===== config.mk =====
export PLATFORM = sky130hd
export DESIGN_NAME = program_mem_sync
export DESIGN_NICKNAME = d
export VERILOG_FILES = /design/src/rtl/program_mem_sync_pkg.sv /design/src/rtl/program_mem_sync_array.sv /design/src/rtl/program_mem_sync.sv
export SDC_FILE = /design/constraint.sdc
export NUM_CORES = 2
export LEC_CHECK = 0
export ABC_AREA = 0
export BUFFER_PORTS_ARGS = -buffer_cell sky130_fd_sc_hd__buf_4
export CELL_PAD_IN_SITES_DETAIL_PLACEMENT = 1
export CELL_PAD_IN_SITES_GLOBAL_PLACEMENT = 2
export CORE_ASPECT_RATIO = 1.5
export CORE_MARGIN = 8
export CORE_UTILIZATION = 25
export CTS_CLUSTER_DIAMETER = 200
export CTS_CLUSTER_SIZE = 16
export DETAILED_ROUTE_END_ITERATION = 8
export PLACE_DENSITY_LB_ADDON = 0.1
export SYNTH_ARGS = -nofsm -noshare
export SYNTH_HDL_FRONTEND = slang
export SYNTH_SLANG_ARGS = --single-unit

===== constraint.sdc =====
create_clock -name CLOCK_50 -period 5.3 [get_ports CLOCK_50]
set_clock_uncertainty 0.15 [all_clocks]
set_input_delay 0.795 -clock CLOCK_50 [delete_from_list [all_inputs] [get_ports CLOCK_50]]
set_output_delay 0.795 -clock CLOCK_50 [all_outputs]
set_load 0.02 [all_outputs]

===== src/rtl/program_mem_sync_pkg.sv =====
// Shared definitions for the synchronous program memory: FSM encoding and the
// default base address / NOP word also used by the PC and decoder.
package program_mem_sync_pkg;

  typedef enum logic {
    PM_LOAD = 1'b0,
    PM_RUN  = 1'b1
  } pm_state_e;

  localparam logic [31:0] PM_BASE_ADDR_DEF = 32'h0000_0800;
  localparam logic [31:0] PM_NOP_WORD_DEF  = 32'h0000_0000;

endpackage


===== src/rtl/program_mem_sync_array.sv =====
// Single-port synchronous RAM with registered read; kept reset-free so it maps
// onto FPGA block RAM.
module program_mem_sync_array #(
  parameter int unsigned DATA_WIDTH = 32'd32,
  parameter int unsigned DEPTH_LOG2 = 32'd6
) (
  input  logic                  clk_i,
  input  logic                  we_i,
  input  logic                  re_i,
  input  logic [DEPTH_LOG2-1:0] addr_i,
  input  logic [DATA_WIDTH-1:0] wdata_i,
  output logic [DATA_WIDTH-1:0] rdata_o
);

  logic [DATA_WIDTH-1:0] mem_q [2**DEPTH_LOG2];
  logic [DATA_WIDTH-1:0] rdata_q;

  // Write port and read register share one address; the caller never enables both.
  always_ff @(posedge clk_i) begin
    if (we_i) begin
      mem_q[addr_i] <= wdata_i;
    end
    if (re_i) begin
      rdata_q <= mem_q[addr_i];
    end
  end

  assign rdata_o = rdata_q;

endmodule


===== src/rtl/program_mem_sync.sv =====
// Synchronous instruction memory for the fetch stage: boot-load phase, then
// write-protected registered reads with valid/fault reporting.
module program_mem_sync
  import program_mem_sync_pkg::*;
#(
  parameter int unsigned DATA_WIDTH = 32'd32,
  parameter int unsigned ADDR_WIDTH = 32'd32,
  parameter int unsigned DEPTH_LOG2 = 32'd6,
  parameter logic [ADDR_WIDTH-1:0] BASE_ADDR = ADDR_WIDTH'(PM_BASE_ADDR_DEF),
  parameter logic [DATA_WIDTH-1:0] NOP_WORD  = DATA_WIDTH'(PM_NOP_WORD_DEF)
) (
  input  logic                  CLOCK_50,
  input  logic                  RESET_InLow,
  input  logic [ADDR_WIDTH-1:0] BusDirecciones,
  input  logic                  FetchReq,
  output logic [DATA_WIDTH-1:0] BusDatos,
  output logic                  FetchValid,
  output logic                  FetchFault,
  output logic                  FetchStall,
  input  logic                  LoadWe,
  input  logic [ADDR_WIDTH-1:0] LoadAddr,
  input  logic [DATA_WIDTH-1:0] LoadData,
  input  logic                  LoadDone,
  output logic [DEPTH_LOG2:0]   LoadCount
);

  localparam logic [DEPTH_LOG2:0] CNT_MAX = {1'b1, {DEPTH_LOG2{1'b0}}};
  localparam logic [DEPTH_LOG2:0] CNT_ONE = {{DEPTH_LOG2{1'b0}}, 1'b1};

  pm_state_e state_q, state_d;

  logic [ADDR_WIDTH-1:0] fetch_off_s;
  logic [ADDR_WIDTH-1:0] load_off_s;
  logic                  fetch_in_range_s;
  logic                  load_in_range_s;
  logic                  fetch_take_s;
  logic                  load_take_s;
  logic                  ram_we_s;
  logic                  ram_re_s;
  logic [DEPTH_LOG2-1:0] ram_addr_s;
  logic [DATA_WIDTH-1:0] ram_rdata_s;

  logic                  valid_q, valid_d;
  logic                  fault_q, fault_d;
  logic                  hit_q, hit_d;
  logic [DEPTH_LOG2:0]   count_q, count_d;

  // Unsigned offset check: below BASE_ADDR the subtraction wraps and is rejected
  // by the first term, so no address aliases into the array.
  assign fetch_off_s      = BusDirecciones - BASE_ADDR;
  assign load_off_s       = LoadAddr - BASE_ADDR;
  assign fetch_in_range_s = (BusDirecciones >= BASE_ADDR) &&
                            (fetch_off_s[ADDR_WIDTH-1:DEPTH_LOG2] == '0);
  assign load_in_range_s  = (LoadAddr >= BASE_ADDR) &&
                            (load_off_s[ADDR_WIDTH-1:DEPTH_LOG2] == '0);

  // State register.
  always_ff @(posedge CLOCK_50 or negedge RESET_InLow) begin
    if (!RESET_InLow) begin
      state_q <= PM_LOAD;
    end else begin
      state_q <= state_d;
    end
  end

  // Next state: LOAD exits once on LoadDone, RUN is left only through reset.
  always_comb begin
    state_d = state_q;
    case (state_q)
      PM_LOAD: begin
        if (LoadDone) begin
          state_d = PM_RUN;
        end else begin
          state_d = PM_LOAD;
        end
      end
      PM_RUN:  state_d = PM_RUN;
      default: state_d = PM_LOAD;
    endcase
  end

  // State outputs: which port owns the RAM this cycle.
  always_comb begin
    FetchStall   = 1'b0;
    load_take_s  = 1'b0;
    fetch_take_s = 1'b0;
    ram_addr_s   = fetch_off_s[DEPTH_LOG2-1:0];
    case (state_q)
      PM_LOAD: begin
        FetchStall  = 1'b1;
        load_take_s = LoadWe && load_in_range_s;
        ram_addr_s  = load_off_s[DEPTH_LOG2-1:0];
      end
      PM_RUN: begin
        fetch_take_s = FetchReq;
      end
      default: begin
        FetchStall = 1'b1;
      end
    endcase
  end

  assign ram_we_s = load_take_s;
  assign ram_re_s = fetch_take_s && fetch_in_range_s;

  // Response and load-count next state; hit_q selects RAM data over NOP_WORD.
  always_comb begin
    valid_d = fetch_take_s;
    if (fetch_take_s) begin
      fault_d = !fetch_in_range_s;
      hit_d   = fetch_in_range_s;
    end else begin
      fault_d = fault_q;
      hit_d   = hit_q;
    end
    if (load_take_s && (count_q != CNT_MAX)) begin
      count_d = count_q + CNT_ONE;
    end else begin
      count_d = count_q;
    end
  end

  // Response and counter registers.
  always_ff @(posedge CLOCK_50 or negedge RESET_InLow) begin
    if (!RESET_InLow) begin
      valid_q <= 1'b0;
      fault_q <= 1'b0;
      hit_q   <= 1'b0;
      count_q <= '0;
    end else begin
      valid_q <= valid_d;
      fault_q <= fault_d;
      hit_q   <= hit_d;
      count_q <= count_d;
    end
  end

  program_mem_sync_array #(
    .DATA_WIDTH (DATA_WIDTH),
    .DEPTH_LOG2 (DEPTH_LOG2)
  ) u_array (
    .clk_i   (CLOCK_50),
    .we_i    (ram_we_s),
    .re_i    (ram_re_s),
    .addr_i  (ram_addr_s),
    .wdata_i (LoadData),
    .rdata_o (ram_rdata_s)
  );

  assign BusDatos   = hit_q ? ram_rdata_s : NOP_WORD;
  assign FetchValid = valid_q;
  assign FetchFault = fault_q;
  assign LoadCount  = count_q;

endmodule

== Yosys cells after proc, flatten, opt, wreduce, memory -nomap -nowiden ==
Memories as Yosys holds them, arrays and structs flattened. A register that Yosys moved wholly into a read port is not among the register bits.
Cells that the tools add are included.

* Register bits: 11
* Bits in writable memories: 2048
* Input bits: 101
* Output and inout bits: 42
* Word-level logic and storage cells: 30
* Memories kept: 1

{| class="wikitable"
|+ Memories
! name !! depth !! bits a word !! rd ports !! clocked after memory_dff !! write ports !! line !! RTL
|-
| u_array.mem_q || 64 || 32 || 1 || 1 || 1 || program_mem_sync_array.sv:15 || <nowiki>logic [DATA_WIDTH-1:0] mem_q [2**DEPTH_LOG2];</nowiki>
|}

* Add/subtract/negate cells: 3
* Order comparisons: 2
* Equal/unequal tests: 1
* Mux-type cells: 9
* Bitwise gates (word level): 1
* Reduce and logical (&&, ||, !) cells: 8

{| class="wikitable"
|+ Operators by type and width
! operator !! count
|-
| 32-bit by 12-bit greater-or-equal comparator with 1-bit output (second input constant) || 2
|-
| 32-bit by 12-bit subtractor with 32-bit output (second input constant) || 2
|-
| 26-bit logical NOT || 2
|-
| 32-bit two-way mux || 1
|-
| 7-bit by 1-bit adder with 7-bit output (second input constant) || 1
|-
| 7-bit != test (second input constant) || 1
|-
| 1-bit two-way mux || 6
|-
| 6-bit two-way mux || 1
|-
| 1-bit logical AND || 5
|-
| 1-bit case mux with 2 select lines || 1
|-
| 1-bit logical NOT || 1
|-
| 1-bit inverter || 1
|}

== Logic depth before layout (Yosys ltp) ==
* Word-level depth: 7
* Mapped depth: 11
* Depth with buffers taken out: 8

== Modules after synthesis ==
A second synthesis with hierarchy kept.

* Cells, all modules: 4435
* Area, all modules: 80788.7 um^2

{| class="wikitable"
|+ Modules (own cells, without submodules)
! module !! instances !! cells an instance !! area each (um^2) !! seq. area each (um^2)
|-
| program_mem_sync_array || 1 || 4239 || 79248.5 || 62459.9
|-
| program_mem_sync || 1 || 196 || 1540.2 || 275.3
|}

== Worst setup path before layout ==
OpenSTA, ideal clock, no wires.

* Kind: input port to flip-flop
* Start: in LoadAddr[19]
* End: mem u_array.mem_q[14][0] (netlist name) (enable)
* Library setup time: 0.421 ns
* Arrival: 3.970 ns
* Required time: 4.729 ns
* Setup slack: 0.759 ns
* Stages on the path: 7
* Buffers on the path: 1
* Path through: or4_1 nor4_1 a211o_1 nand4_1 or4_1 clkbuf_1 nor2_1

* Cells in the longest elaborated chain, start to end: 7
* Elaborated cells on any way between the ends: 8
* Classes of those cells: add/sub (1); order compare (1); mux (3); reduce/logical (3)

{| class="wikitable"
|+ Ends and longest elaborated chain
! element !! line !! RTL
|-
| from (decl) || program_mem_sync.sv:21 || <nowiki>input logic [ADDR_WIDTH-1:0] LoadAddr,</nowiki>
|-
| 32-bit by 12-bit subtractor with 32-bit output || program_mem_sync.sv:51 || <nowiki>assign load_off_s = LoadAddr - BASE_ADDR;</nowiki>
|-
| 26-bit logical NOT || program_mem_sync.sv:55 || <nowiki>(load_off_s[ADDR_WIDTH-1:DEPTH_LOG2] == '0);</nowiki>
|-
| 1-bit logical AND (*) || program_mem_sync.sv:54 || <nowiki>assign load_in_range_s = (LoadAddr >= BASE_ADDR) &&</nowiki>
|-
| 1-bit logical AND (*) || program_mem_sync.sv:91 || <nowiki>load_take_s = LoadWe && load_in_range_s;</nowiki>
|-
| 1-bit two-way mux (*) || program_mem_sync.sv:88 || <nowiki>case (state_q)</nowiki>
|-
| 1-bit two-way mux (*) || program_mem_sync_array.sv:20 || <nowiki>if (we_i) begin</nowiki>
|-
| 1-bit two-way mux (not written as such) (*) || program_mem_sync_array.sv:21 || <nowiki>mem_q[addr_i] <= wdata_i;</nowiki>
|-
| to (decl) || program_mem_sync_array.sv:15 ||
|}

Mark *: on every way between the ends. The rest lies on a longest branch, timed or not.

== Worst setup path in the final report ==
* Start: reg state_q
* End: reg u_array.rdata_q[10] (netlist: u_array.rdata_o[10]) (read register of u_array.mem_q) (data pin)

* Cells in the longest elaborated chain, start to end: 2
* Elaborated cells on any way between the ends: 3
* Classes of those cells: mux (2); reduce/logical (1)

{| class="wikitable"
|+ Ends and longest elaborated chain
! element !! line !! RTL
|-
| from (decl) || program_mem_sync.sv:30 || <nowiki>pm_state_e state_q, state_d;</nowiki>
|-
| from (signal assigned) || program_mem_sync.sv:62 || <nowiki>state_q <= state_d;</nowiki>
|-
| 1-bit two-way mux || program_mem_sync.sv:88 ||
|-
| 1-bit logical AND || program_mem_sync.sv:104 || <nowiki>assign ram_re_s = fetch_take_s && fetch_in_range_s;</nowiki>
|-
| to (decl) || program_mem_sync_array.sv:16 || <nowiki>logic [DATA_WIDTH-1:0] rdata_q;</nowiki>
|}

Parallel ways exist; a longest one is shown, timed or not.
A chain may end at the register's enable or synchronous reset.

==> flow_summary.json <==
{
  "status": "finished, final reports clean",
  "pin_count_of_the_biggest_net_entering_global_routing": 65,
  "cp-end-kind": "flop",
  "finalWorstPathRequiredPeriod_ns": 4.47,
  "clock_latency_of_the_later_clocked_register_in_the_worst_skew_pair_ns": 0.84,
  "timing.max_cap.violations": 0,
  "max-vdd-ir-drop_mv": 0.180,
  "floorplan.die.height_um": 690,
  "syn-cell-area_um2": 75700,
  "postCtsSetupRepairBufs": 0,
  "p_per_area_nw_per_um2": 346,
  "coreArea_um2": 301000,
  "rsz0062_at_grt": "false",
  "drc_errors": 0,
  "criticalPathCategory": "flop to flop",
  "global_route_track_usage_on_met1": 0.241,
  "timing.slew.headroom": 0.220,
  "cellLeakagePower_uw": 0.0266,
  "clock_tree.root_cell": "clkbuf_16",
  "critPathBufInv": 6,
  "dpl-instance-area_um2": 85200,
  "port_buffers": 142,
  "finalSetupViolCount": 0,
  "ys_seq_area_frac": 0.829,
  "antenna_violations_before_repair": 23,
  "via_count": 42900,
  "totalNegativeSetupSlack_ns": 0,
  "tightest_slew_ns": 1.17,
  "cp_cell_sequence": "buf_4 -> nor4bb_1 -> or2_4 -> buf_12 -> buf_4 -> a222oi_1 -> a41oi_1 -> buf_4 -> nor4_1 -> buf_4 -> nand2_1 -> buf_4",
  "synthesis_warning_total": 0,
  "cts_buffers": 156,
  "grtUsageMet3": 0.0181,
  "timing.critical_path.mode_cell": "buf_4",
  "yosysUniqueCellTypes": 68,
  "syn-instance-count": 3944,
  "cp.required_ns": 5.83,
  "worst_ep_arrival_time_ns": 5.01,
  "global_route.peak_usage_layer": "met2",
  "cts_resized": 0,
  "vias_in_the_first_global_route": 44900,
  "timing.final.crit_share": 0.844,
  "synthToLayoutAreaGrowth_pct": 18.0,
  "floorplan.initialDensity": 0.251,
  "route.detailed.wl_per_inst_um": 38.1,
  "die_w_um": 465,
  "critPathSlowestCell": "dfrtp_1",
  "max_stage_delay_ns": 0.88,
  "worst_path_dominant_cell_family": "buffers and inverters",
  "layout_cells_sized_above_1": 0.177,
  "yosys-top-cells-area": "edfxtp_1 83%, a222oi_1 4.4%, a22oi_1 3.6%",
  "ys.flop_type": "edfxtp_1",
  "gr-total-overflow": 0,
  "dp.final_hpwl_um": 192000,
  "drtPass1Iterations": 7,
  "fillCellCount": 30500,
  "clkSinkCount": 2091,
  "global_route.usage.total": 0.191,
  "finalWeightedCongestion": 0.737,
  "rows": 247,
  "ys_async_sr_fraction": 0.00526,
  "drt_wl_total_um": 318000,
  "start_kind": "flop",
  "floorplan_die_area_um2": 321000,
  "sequential_cell_area_um2": 62700,
  "fraction_of_synthesized_cell_area_taken_by_the_top_area_cell_type": 0.825,
  "fmaxAchievable_mhz": 224,
  "synth_edf_count": 2080,
  "final_core_util": 0.296,
  "fin_nets": 4446,
  "tritoncts": "built",
  "cts_htree_levels": 4,
  "hold_violations": 0,
  "multi_input_area_um2": 12500,
  "initialDrtViolationCount": 4932,
  "cts_max_path_buffers": 4,
  "synth_seq_cells": 2091,
  "synthDominantAreaCellType": "edfxtp_1",
  "grt_first_pass_wirelength_um": 423000,
  "postSynthNetCount": 4049,
  "ant_nets": 0,
  "cts.clk_slew.worst_paths_ns": 0.09,
  "layout.cell_area.non_filler_um2": 89300,
  "fin_total_pwr_uw": 30900,
  "synth_area_per_cell_um2": 19.2,
  "hold_path_class": "primary input to flop",
  "grt_util_met2": 0.357,
  "critical_path.max_fanout": 25,
  "timing_max_transition_violations_final": 0,
  "routed_via_density": 5.14,
  "boundaryPins": 143
}
==> flip-flops by register name, indices dropped and copies added (netlist names) <==
name / count
state_q: 1
FetchFault: 1
u_array.mem_q: 2048
LoadCount: 7
u_array.rdata_o: 32
hit_q: 1
FetchValid: 1
==> cells by family after synthesis <==
family / count (synthesis) / synth area share
adders and majority gates: 4 / 0.000661
AOI/OAI and AO/OA: 1064 / 0.116
DFF: 2091 / 0.829
xor gates and xnor gates: 9 / 0.00104
and+or+nand+nor: 416 / 0.0271
buffers and inverters: 271 / 0.0142
muxes: 89 / 0.0121
==> worst reg2reg max path, stage by stage, from the launching register on <==
cell and delay, ns:
dfrtp_1 0.88, buf_4 0.30, nor4bb_1 0.57, or2_4 0.56, buf_12 0.33, buf_4 0.32, a222oi_1 0.13, a41oi_1 0.51
buf_4 0.22, nor4_1 0.05, buf_4 0.15, nand2_1 0.06, buf_4 0.10
==> where the power goes <==
group | total, uW | switching (uW) | internal [uW]
clock network | 11100 | 5780 | 5360
logic | 1570 | 1140 | 432
registers | 18200 | 0.0957 | 18200
total | 30900 | 6920 | 24000
==> area by class of cell <==
type	count	area share
flip-flops and latches	2091	0.703
multi-input cells	1582	0.140
well taps	3984	0.0558
repair buffers	499	0.0556
clock buffers	173	0.0452
inverters	11	0.000462
diodes	11	0.000308
clock inverters	2	0.000182
==> layer usage <==
| layer | up-vias | wire (um) |
|---|---|---|
| met5 | - | 0 |
| met4 | 0 | 6500 |
| met3 | 258 | 12100 |
| met2 | 1097 | 168000 |
| met1 | 23800 | 132000 |
| li1 | 17800 | - |
==> timing repair <==
action                                 4_1_cts  5_1_grt
setup endpoints to repair                    0        0
hold buffers                                 2        0
endpoints found under the hold margin       12        0
==> cell usage after synthesis, types with 11 or more instances <==
cell	instances
buf_1	23
nand2_1	151
inv_1	11
a31oi_1	150
edfxtp_1	2080
clkbuf_1	196
nor4_1	63
mux2i_1	76
nand4_1	19
and2_1	33
a2bb2oi_1	44
dfrtp_1	11
a21oi_1	23
a22oi_1	364
a222oi_1	329
a41oi_1	78
nor2_1	81
nand3_1	13
buf_2	40
mux2_2	11
==> worst paths after layout <==
check	from	endpoint	slack, ns	depth (start not counted)
min in group asynchronous	RESET_InLow	FetchFault$_DFFE_PN0P_	0.20	2
setup reg to reg	state_q$_DFF_PN0_	u_array.rdata_o[10]$_DFFE_PP_	0.83	12
max in group asynchronous	RESET_InLow	LoadCount[4]$_DFFE_PN0P_	4.63	2
hold / removal	FetchReq	FetchValid$_DFF_PN0_	0.11	3
setup / recovery	state_q$_DFF_PN0_	u_array.rdata_o[10]$_DFFE_PP_	0.83	12
hold reg to reg	FetchFault$_DFFE_PN0P_	FetchFault$_DFFE_PN0P_	0.39	2
==> placed cells by master, fill, tap and decap left out, types with 14 or more instances in the layout <==
cell / n
a41oi_1: 78
a22oi_1: 364
buf_12: 97
a222oi_1: 329
a21oi_1: 22
nand4_1: 19
nor2_4: 64
buf_4: 400
nor4_1: 60
a2bb2oi_1: 44
nor2_1: 17
edfxtp_1: 2080
clkbuf_16: 159
mux2i_1: 76
nand2_1: 143
a31oi_1: 150
clkbuf_1: 14
and2_1: 33
==> stage by stage <==
stage	setup slack, ns	cells	hold WS [ns]
2_1_floorplan	0.759	3944	0.349
3_3_place_gp	0.922	8165	0.336
3_5_place_dp	0.805	8165	0.384
4_1_cts	0.736	8342	0.0150
5_1_grt	0.656	8343	0.107
6_report	0.826	8353	0.106
Note: power is estimated with default switching activity, not from simulation.
